[src/rtl/car_direction_detector.sv]
// Car direction detector for a two-beam gate (outer sensor A, inner sensor B).
// Sensors are synchronized and debounced, then an FSM follows the beam pattern
// and emits one-cycle carIn / carOut / err pulses plus a busy level.
module car_direction_detector #(
  parameter int unsigned DEBOUNCE = 4,
  parameter int unsigned TIMEOUT  = 1000
) (
  input  logic clk,
  input  logic reset,
  input  logic sensA,
  input  logic sensB,
  output logic carIn,
  output logic carOut,
  output logic err,
  output logic busy
);

  localparam int unsigned DB_W = (DEBOUNCE > 1) ? $clog2(DEBOUNCE) : 1;
  localparam int unsigned TO_W = (TIMEOUT > 1) ? $clog2(TIMEOUT + 1) : 1;

  typedef enum logic [2:0] {
    IDLE,
    EN_A,
    EN_AB,
    EN_B,
    EX_B,
    EX_BA,
    EX_A,
    WAIT_CLEAR
  } state_t;

  // index 0 is sensor A, index 1 is sensor B
  logic [1:0]      raw;
  logic [1:0][1:0] sync;
  logic [1:0]      filt;
  logic [DB_W-1:0] db_cnt [2];

  logic            fa;
  logic            fb;
  logic [1:0]      pair;

  state_t          state;
  state_t          state_nxt;
  logic [TO_W-1:0] tcnt;
  logic            crossing;
  logic            illegal;
  logic            car_in_c;
  logic            car_out_c;
  logic            err_c;

  assign raw  = {sensB, sensA};
  assign fa   = filt[0];
  assign fb   = filt[1];
  assign pair = {fa, fb};

  // Two-flop synchronizer and per-sensor debounce filter
  always_ff @(posedge clk) begin
    if (reset) begin
      for (int i = 0; i < 2; i++) begin
        sync[i]   <= 2'b00;
        filt[i]   <= 1'b0;
        db_cnt[i] <= '0;
      end
    end else begin
      for (int i = 0; i < 2; i++) begin
        sync[i] <= {sync[i][0], raw[i]};
        if (sync[i][1] == filt[i]) begin
          db_cnt[i] <= '0;
        end else if (db_cnt[i] == DB_W'(DEBOUNCE - 1)) begin
          filt[i]   <= sync[i][1];
          db_cnt[i] <= '0;
        end else begin
          db_cnt[i] <= db_cnt[i] + DB_W'(1);
        end
      end
    end
  end

  assign crossing = (state != IDLE) && (state != WAIT_CLEAR);

  // Next-state and pulse decode from the filtered sensor pair
  always_comb begin
    state_nxt = state;
    illegal   = 1'b0;
    car_in_c  = 1'b0;
    car_out_c = 1'b0;
    err_c     = 1'b0;

    case (state)
      IDLE: begin
        case (pair)
          2'b10:   state_nxt = EN_A;
          2'b01:   state_nxt = EX_B;
          2'b00:   state_nxt = IDLE;
          default: illegal   = 1'b1;
        endcase
      end
      EN_A: begin
        case (pair)
          2'b10:   state_nxt = EN_A;
          2'b11:   state_nxt = EN_AB;
          2'b00:   state_nxt = IDLE;
          default: illegal   = 1'b1;
        endcase
      end
      EN_AB: begin
        case (pair)
          2'b11:   state_nxt = EN_AB;
          2'b01:   state_nxt = EN_B;
          2'b10:   state_nxt = EN_A;
          default: illegal   = 1'b1;
        endcase
      end
      EN_B: begin
        case (pair)
          2'b01:   state_nxt = EN_B;
          2'b11:   state_nxt = EN_AB;
          2'b00: begin
            state_nxt = IDLE;
            car_in_c  = 1'b1;
          end
          default: illegal   = 1'b1;
        endcase
      end
      EX_B: begin
        case (pair)
          2'b01:   state_nxt = EX_B;
          2'b11:   state_nxt = EX_BA;
          2'b00:   state_nxt = IDLE;
          default: illegal   = 1'b1;
        endcase
      end
      EX_BA: begin
        case (pair)
          2'b11:   state_nxt = EX_BA;
          2'b10:   state_nxt = EX_A;
          2'b01:   state_nxt = EX_B;
          default: illegal   = 1'b1;
        endcase
      end
      EX_A: begin
        case (pair)
          2'b10:   state_nxt = EX_A;
          2'b11:   state_nxt = EX_BA;
          2'b00: begin
            state_nxt = IDLE;
            car_out_c = 1'b1;
          end
          default: illegal   = 1'b1;
        endcase
      end
      WAIT_CLEAR: begin
        if (pair == 2'b00) begin
          state_nxt = IDLE;
        end
      end
      default: state_nxt = IDLE;
    endcase

    // a pair-driven move wins over a timeout landing on the same cycle
    if (illegal) begin
      state_nxt = WAIT_CLEAR;
      err_c     = 1'b1;
    end else if (crossing && (state_nxt == state) && (tcnt == TO_W'(TIMEOUT - 1))) begin
      state_nxt = WAIT_CLEAR;
      err_c     = 1'b1;
    end
  end

  // State, timeout counter and registered outputs
  always_ff @(posedge clk) begin
    if (reset) begin
      state  <= IDLE;
      tcnt   <= '0;
      carIn  <= 1'b0;
      carOut <= 1'b0;
      err    <= 1'b0;
      busy   <= 1'b0;
    end else begin
      state  <= state_nxt;
      carIn  <= car_in_c;
      carOut <= car_out_c;
      err    <= err_c;
      busy   <= (state_nxt != IDLE);
      if (crossing && (state_nxt == state)) begin
        tcnt <= tcnt + TO_W'(1);
      end else begin
        tcnt <= '0;
      end
    end
  end

endmodule

[config.mk]
export PLATFORM = sky130hd
export DESIGN_NAME = car_direction_detector
export DESIGN_NICKNAME = d
export VERILOG_FILES = /design/src/rtl/car_direction_detector.sv
export SDC_FILE = /design/constraint.sdc
export NUM_CORES = 1
export LEC_CHECK = 0
export ABC_AREA = 1
export ABC_CLOCK_PERIOD_IN_PS = 2300
export CAP_MARGIN = 20
export CELL_PAD_IN_SITES_DETAIL_PLACEMENT = 1
export CELL_PAD_IN_SITES_GLOBAL_PLACEMENT = 2
export CORE_ASPECT_RATIO = 0.6
export CORE_MARGIN = 2
export CORE_UTILIZATION = 34
export DETAILED_ROUTE_END_ITERATION = 8
export PLACE_DENSITY_LB_ADDON = 0.1
export SETUP_SLACK_MARGIN = 0.05
export SLEW_MARGIN = 20
export SYNTH_ARGS = -nofsm -noshare
export SYNTH_HDL_FRONTEND = slang
export SYNTH_SLANG_ARGS = --single-unit
[constraint.sdc]
create_clock -name clk -period 2.3 [get_ports clk]
set_input_delay 0.46 -clock clk [delete_from_list [all_inputs] [get_ports clk]]
set_output_delay 0.46 -clock clk [all_outputs]
set_load 0.005 [all_outputs]
Yosys cells after proc, flatten, opt, wreduce, memory -nomap -nowiden
Memory sizes are Yosys's and may differ from the RTL's.
Index checks and enable logic that the tools add are counted.

operators by class
  add/subtract/negate cells = 3
  equal/unequal tests = 18
  mux-type cells = 49
  bitwise gates (word level) = 11
  reductions and logical operators = 20

operator list
  operator                                                          count
  3-bit case mux with 3 select lines                                7
  1-bit 2-to-1 mux                                                  31
  3-bit case mux with 8 select lines                                1
  3-bit == test (second input constant)                             4
  2-bit 2-to-1 mux                                                  6
  2-bit OR reduction                                                6
  3-bit OR reduction                                                4
  10-bit by 1-bit adder with 10-bit output (second input constant)  1
  10-bit == test (second input constant)                            1
  3-bit 2-to-1 mux                                                  3
  2-bit == test (second input constant)                             4
  3-bit by 2-bit == test with 1-bit output (second input constant)  2
  3-bit == test                                                     2
  1-bit OR                                                          6
  3-bit nonzero test                                                2
  1-bit NOT                                                         5
  2-bit by 1-bit adder with 2-bit output (second input constant)    2
  1-bit logical AND                                                 4
  1-bit case mux with 4 select lines                                1
  2-bit AND reduction                                               2
  3-bit by 1-bit == test with 1-bit output (second input constant)  1
  3-bit zero test                                                   1
  3-bit inequality test (second input constant)                     1
  1-bit == test                                                     2
  other kinds (2)                                                   2

storage, ports and cells
  flip-flop bits (word level) = 23
  RAM bits = 4
  word-level logic and storage cells = 112
  memories kept = 1

memories
  memory  depth  bits a word  rd ports  clocked after memory_dff  write ports  RTL line  text
  db_cnt  2      2            2         0                         2            36        logic [DB_W-1:0] db_cnt [2];

Depth between registers and ports, before layout
  depth in word-level cells = 12
  gate-level depth with buffers = 17
  depth with buffers taken out = 17

Least setup slack after synthesis
Ideal clock, no wire load.

  path type = flip-flop to flip-flop
  from = reg filt[0]
  to = reg tcnt[0]
  arrival time = 1999 ps
  required time = 2184 ps
  path slack = 185 ps
  stages on the path, launching flop included = 14
  clock period less this slack = 2115 ps
  path through = dfxtp_1 > inv_1 > ha_1 > nor2_1 > nand2_1 > nand2_1 > nand3_1 > or2_2 > nand2_1 > nand3_2 > nand3_1 > o21bai_2 > nand3_4 > nor2_1

on the way
  cells in the longest elaborated chain, start to end = 12
  elaborated cells on any way between the ends = 31

RTL lines
  item                                                        RTL line  text
  from (decl)                                                 35        logic [1:0] filt;
  from (signal, indexed assignment)                           70        filt[i] <= sync[i][1];
  2-bit == test (tied with other cells)                       --
  3-bit case mux with 3 select lines (tied with other cells)  142       case (pair)
  3-bit case mux with 8 select lines                          89        case (state)
  3-bit == test                                               164       end else if (crossing && (state_nxt == state) && (tcnt == TO_W'(TIMEOUT - 1))) begin
  1-bit logical AND (2 in series)                             164
  3-bit 2-to-1 mux                                            164
  3-bit 2-to-1 mux (*)                                        161       if (illegal) begin
  3-bit == test (*)                                           185       if (crossing && (state_nxt == state)) begin
  1-bit logical AND (*)                                       185
  1-bit NOT (no line) (*)                                     --
  2-bit OR reduction (no line) (*)                            --
  to (signal assigned)                                        186       tcnt <= tcnt + TO_W'(1);
  to (decl)                                                   44        logic [TO_W-1:0] tcnt;

Mark *: on every way between the ends. The rest lies on a longest branch, timed or not.
A chain may end at the register's enable or synchronous reset.

Worst setup path after layout
  from = reg filt[1]
  to = reg tcnt[5]

Same word-level chain as after synthesis.

==> run_summary.xml <==
<?xml version="1.0" encoding="UTF-8"?>
<metrics>
  <group name="power_and_ir_drop">
    <metric name="report.power.total" unit="mW">2.06</metric>
    <metric name="max-vdd-ir-drop" unit="mV">0.373</metric>
    <metric name="power.static_leakage" unit="nW">0.888</metric>
    <metric name="power-per-cell-area" unit="nW/µm²">986</metric>
  </group>
  <group name="timing">
    <metric name="timing.final.max_slew_violations" unit="">0</metric>
    <metric name="layout_worst_path_cycle_share" unit="%">97.2</metric>
    <metric name="setup_total_negative_slack" unit="ns">0</metric>
    <metric name="finClkSkew" unit="ns">0.0138</metric>
    <metric name="rsz0062_at_grt" unit="">yes</metric>
    <metric name="clock.fmax" unit="GHz">0.447</metric>
    <metric name="layout_setup_ws" unit="ns">0.0638</metric>
    <metric name="setup_viol_count_final" unit="">0</metric>
    <metric name="post-route-min-period" unit="ns">2.24</metric>
    <metric name="final-hold-violation-count" unit="">0</metric>
    <metric name="hold_ws" unit="ns">0.414</metric>
  </group>
  <group name="global_routing">
    <metric name="antenna_found_initial" unit="">0</metric>
    <metric name="grt_first_pass_wirelength" unit="mm">7.16</metric>
    <metric name="pin_count_of_the_biggest_net_entering_global_routing" unit="">18</metric>
    <metric name="vias_in_the_first_global_route" unit="">1468</metric>
    <metric name="grt_overflow_total" unit="">0</metric>
    <metric name="gr-usage-all-layers" unit="%">17.5</metric>
  </group>
  <group name="synthesis">
    <metric name="synth_seq_area_share" unit="%">37.1</metric>
    <metric name="yosys_warn_count" unit="">0</metric>
    <metric name="synth_top_cells_by_area" unit="">sky130_fd_sc_hd__dfxtp_1 29%, sky130_fd_sc_hd__nand2_1 9.6%, sky130_fd_sc_hd__nor2_1 8.6%, sky130_fd_sc_hd__ha_1 8.0%, sky130_fd_sc_hd__edfxtp_1 7.7%</metric>
    <metric name="synth.distinct_cells" unit="">32</metric>
    <metric name="netlist_instances" unit="">213</metric>
    <metric name="synth_top_cell_area_share" unit="%">29.4</metric>
    <metric name="ys_dominant_reg_cell" unit="">sky130_fd_sc_hd__dfxtp_1</metric>
    <metric name="postSynth.asyncResetShare" unit="%">0</metric>
    <metric name="netlist_area" unit="µm²">1570</metric>
    <metric name="synth_edf_count" unit="">4</metric>
    <metric name="synth_top_cell_by_area" unit="">sky130_fd_sc_hd__dfxtp_1</metric>
    <metric name="synth.ff_latch_count" unit="">27</metric>
    <metric name="avgSynthCellArea" unit="µm²">7.35</metric>
  </group>
  <group name="floorplanning">
    <metric name="rows" unit="">19</metric>
    <metric name="die_w" unit="µm">91.6</metric>
    <metric name="core_area" unit="µm²">4490</metric>
    <metric name="top_level_ports" unit="">8</metric>
    <metric name="die_area" unit="µm²">5180</metric>
    <metric name="initial_utilization" unit="%">34.9</metric>
    <metric name="fp.dieH" unit="µm">56.6</metric>
  </group>
  <group name="cells_and_area">
    <metric name="layout_common_cells" unit="">36 x sky130_fd_sc_hd__nand2_1, 29 x sky130_fd_sc_hd__nor2_1, 24 x sky130_fd_sc_hd__inv_1</metric>
    <metric name="finish.net_count" unit="">254</metric>
    <metric name="mostFrequentLayoutCell" unit="">sky130_fd_sc_hd__nand2_1</metric>
    <metric name="layout-area-overhead-vs-synth" unit="%">33.5</metric>
    <metric name="finalCoreUtilization" unit="%">46.5</metric>
    <metric name="register_area" unit="µm²">589</metric>
    <metric name="footprint_of_the_multi_input_gates" unit="µm²">1050</metric>
    <metric name="number_of_standard_cells_in_the_final_layout_excluding_fillers" unit="">302</metric>
    <metric name="stdcell_area" unit="µm²">2090</metric>
    <metric name="layout-drive-gt1-share" unit="%">30.5</metric>
    <metric name="antennaDiodeCount" unit="">0</metric>
    <metric name="fillers" unit="">556</metric>
  </group>
  <group name="setup_path">
    <metric name="worstPathRequired" unit="ns">2.53</metric>
    <metric name="setup.worst_path.start_class" unit="">flip-flop</metric>
    <metric name="path_delay_family" unit="">simple AND/OR/NAND/NOR gates</metric>
    <metric name="slowest_delay" unit="ns">0.37</metric>
    <metric name="critical_path_class" unit="">reg -&gt; reg</metric>
    <metric name="cp.buffers_inverters" unit="">2</metric>
    <metric name="timing.critical_path.fanout_max" unit="">5</metric>
    <metric name="crit_path_frequent_cell" unit="">sky130_fd_sc_hd__nand2_2</metric>
    <metric name="end_kind" unit="">flip-flop</metric>
    <metric name="slowest_stage" unit="">sky130_fd_sc_hd__dfxtp_4</metric>
    <metric name="crit_path_cell_trace" unit="">buf_12, ha_4, buf_6, nand2_2, nand2_2, a21oi_2, nand3_1, nand2_2, nand2_4, nand2_2, nand2_2, nand3_4, nand3_4, a21oi_4, nand3_4, nor2_2</metric>
    <metric name="worst-endpoint-arrival" unit="ns">2.46</metric>
  </group>
  <group name="routing">
    <metric name="drtPass1Iterations" unit="">4</metric>
    <metric name="routed_wirelength" unit="mm">4.38</metric>
    <metric name="drt.antenna.violating_nets" unit="">0</metric>
    <metric name="wl_per_cell" unit="µm">14.5</metric>
    <metric name="drt_iter0_markers" unit="">66</metric>
    <metric name="total_via_count_in_the_routed_design" unit="">1467</metric>
    <metric name="detail_route.drc_violations" unit="">0</metric>
    <metric name="vias_per_cell" unit="">4.86</metric>
  </group>
  <group name="placed_design">
    <metric name="dp_slack" unit="ns">-0.0728</metric>
    <metric name="port_buffers" unit="">7</metric>
    <metric name="place.gp.congestion" unit="">0.952</metric>
    <metric name="hpwl" unit="mm">3.16</metric>
    <metric name="placement.cell_area" unit="µm²">1760</metric>
    <metric name="post-place-cells" unit="">290</metric>
  </group>
  <group name="cts">
    <metric name="cts_tree" unit="">built</metric>
    <metric name="clock_pin_slew_of_the_registers_on_the_worst_case_setup_and_hold_paths" unit="ns">0.10</metric>
    <metric name="cts.sink_count" unit="">27</metric>
    <metric name="cts_htree_levels" unit="">1</metric>
    <metric name="clock_buffer_depth" unit="">2</metric>
    <metric name="worst_skew_pair.late_latency" unit="ns">0.28</metric>
    <metric name="cts.root.buffer_cell" unit="">sky130_fd_sc_hd__clkbuf_8</metric>
    <metric name="cts_inserted_buffers" unit="">3</metric>
  </group>
  <group name="min_path">
    <metric name="hp-class" unit="">reg -&gt; reg</metric>
  </group>
  <group name="run">
    <metric name="timing.max_cap.violations" unit="">0</metric>
  </group>
  <group name="run_status">
    <metric name="status" unit="">completed</metric>
  </group>
</metrics>
==> cells in the mapped netlist, types with 3 or more instances <==
master / count
sky130_fd_sc_hd__dfxtp_1: 23
sky130_fd_sc_hd__nor3_1: 4
sky130_fd_sc_hd__buf_4: 3
sky130_fd_sc_hd__inv_1: 29
sky130_fd_sc_hd__nand2_1: 40
sky130_fd_sc_hd__edfxtp_1: 4
sky130_fd_sc_hd__ha_1: 10
sky130_fd_sc_hd__nor2_2: 4
sky130_fd_sc_hd__xor2_1: 7
sky130_fd_sc_hd__o21ai_0: 8
sky130_fd_sc_hd__nand3_1: 11
sky130_fd_sc_hd__nand2_2: 4
sky130_fd_sc_hd__a21oi_1: 6
sky130_fd_sc_hd__nor2_1: 36
==> registers in the layout, indices dropped and copies added (netlist names) <==
register	count
tcnt	10
state	3
sync	4
err	1
db_cnt	4
carOut	1
busy	1
filt	2
carIn	1
==> where the power goes <==
part | internal (mW) | total (mW) | switching [mW]
combinational | 0.461 | 1.16 | 0.699
clock | 0.127 | 0.283 | 0.156
sequential | 0.535 | 0.620 | 0.0850
==> final cells by class <==
type / count / share of cell area [%]
multi-input cells: 155 / 50.4
repair buffers: 22 / 9.52
clock inverters: 1 / 0.419
clock buffers: 3 / 1.97
flip-flops and latches: 27 / 28.2
well taps: 63 / 3.77
inverters: 31 / 5.69
==> layer usage <==
metal,GRT usage (%),share of wire [%]
met1,25.4,49
met2,27.8,46
met3,2.82,4.5
met4,3.03,0.66
met5,0,0
==> repair_timing <==
| item | 4_1_cts | 5_1_grt |
|---|---|---|
| endpoints found under the hold margin | 0 | 0 |
| hold buffers | 0 | 0 |
| gates resized for setup | 26 | 25 |
| cloned | 1 | 0 |
| pin swaps | 12 | 19 |
| setup endpoints to repair | 11 | 14 |
| setup buffers | 5 | 2 |
==> worst paths after layout <==
| path | end | depth (start not counted) | slack [ns] | start |
|---|---|---|---|---|
| hold reg to reg | sync[3] | 2 | 0.41 | sync[2] |
| hold / removal | sync[3] | 2 | 0.41 | sync[2] |
| setup reg to reg | tcnt[5] | 16 | 0.06 | filt[1] |
| setup / recovery | tcnt[5] | 16 | 0.06 | filt[1] |
==> logic make-up after synthesis <==
family                     after synthesis  synth area share (%)
AOI/OAI and AO/OA                       22                  9.03
xor gates and xnor gates                 8                  4.47
adders and majority gates               10                  7.99
buffers and inverters                   35                  9.10
DFF                                     27                  37.1
other                                    1                 0.239
and+or+nand+nor                        110                  32.1
==> worst reg2reg max path, delay by kind of cell, from the launching register on <==
family | cells | cell delay (ns)
AO/OA/AOI/OAI | 2 | 0.34
buffers and inverters | 2 | 0.25
flip-flops | 1 | 0.37
AND/OR/NAND/NOR | 11 | 1.06
adder cells (fa/ha/maj) | 1 | 0.17
Note: power is estimated with default switching activity, not from simulation.
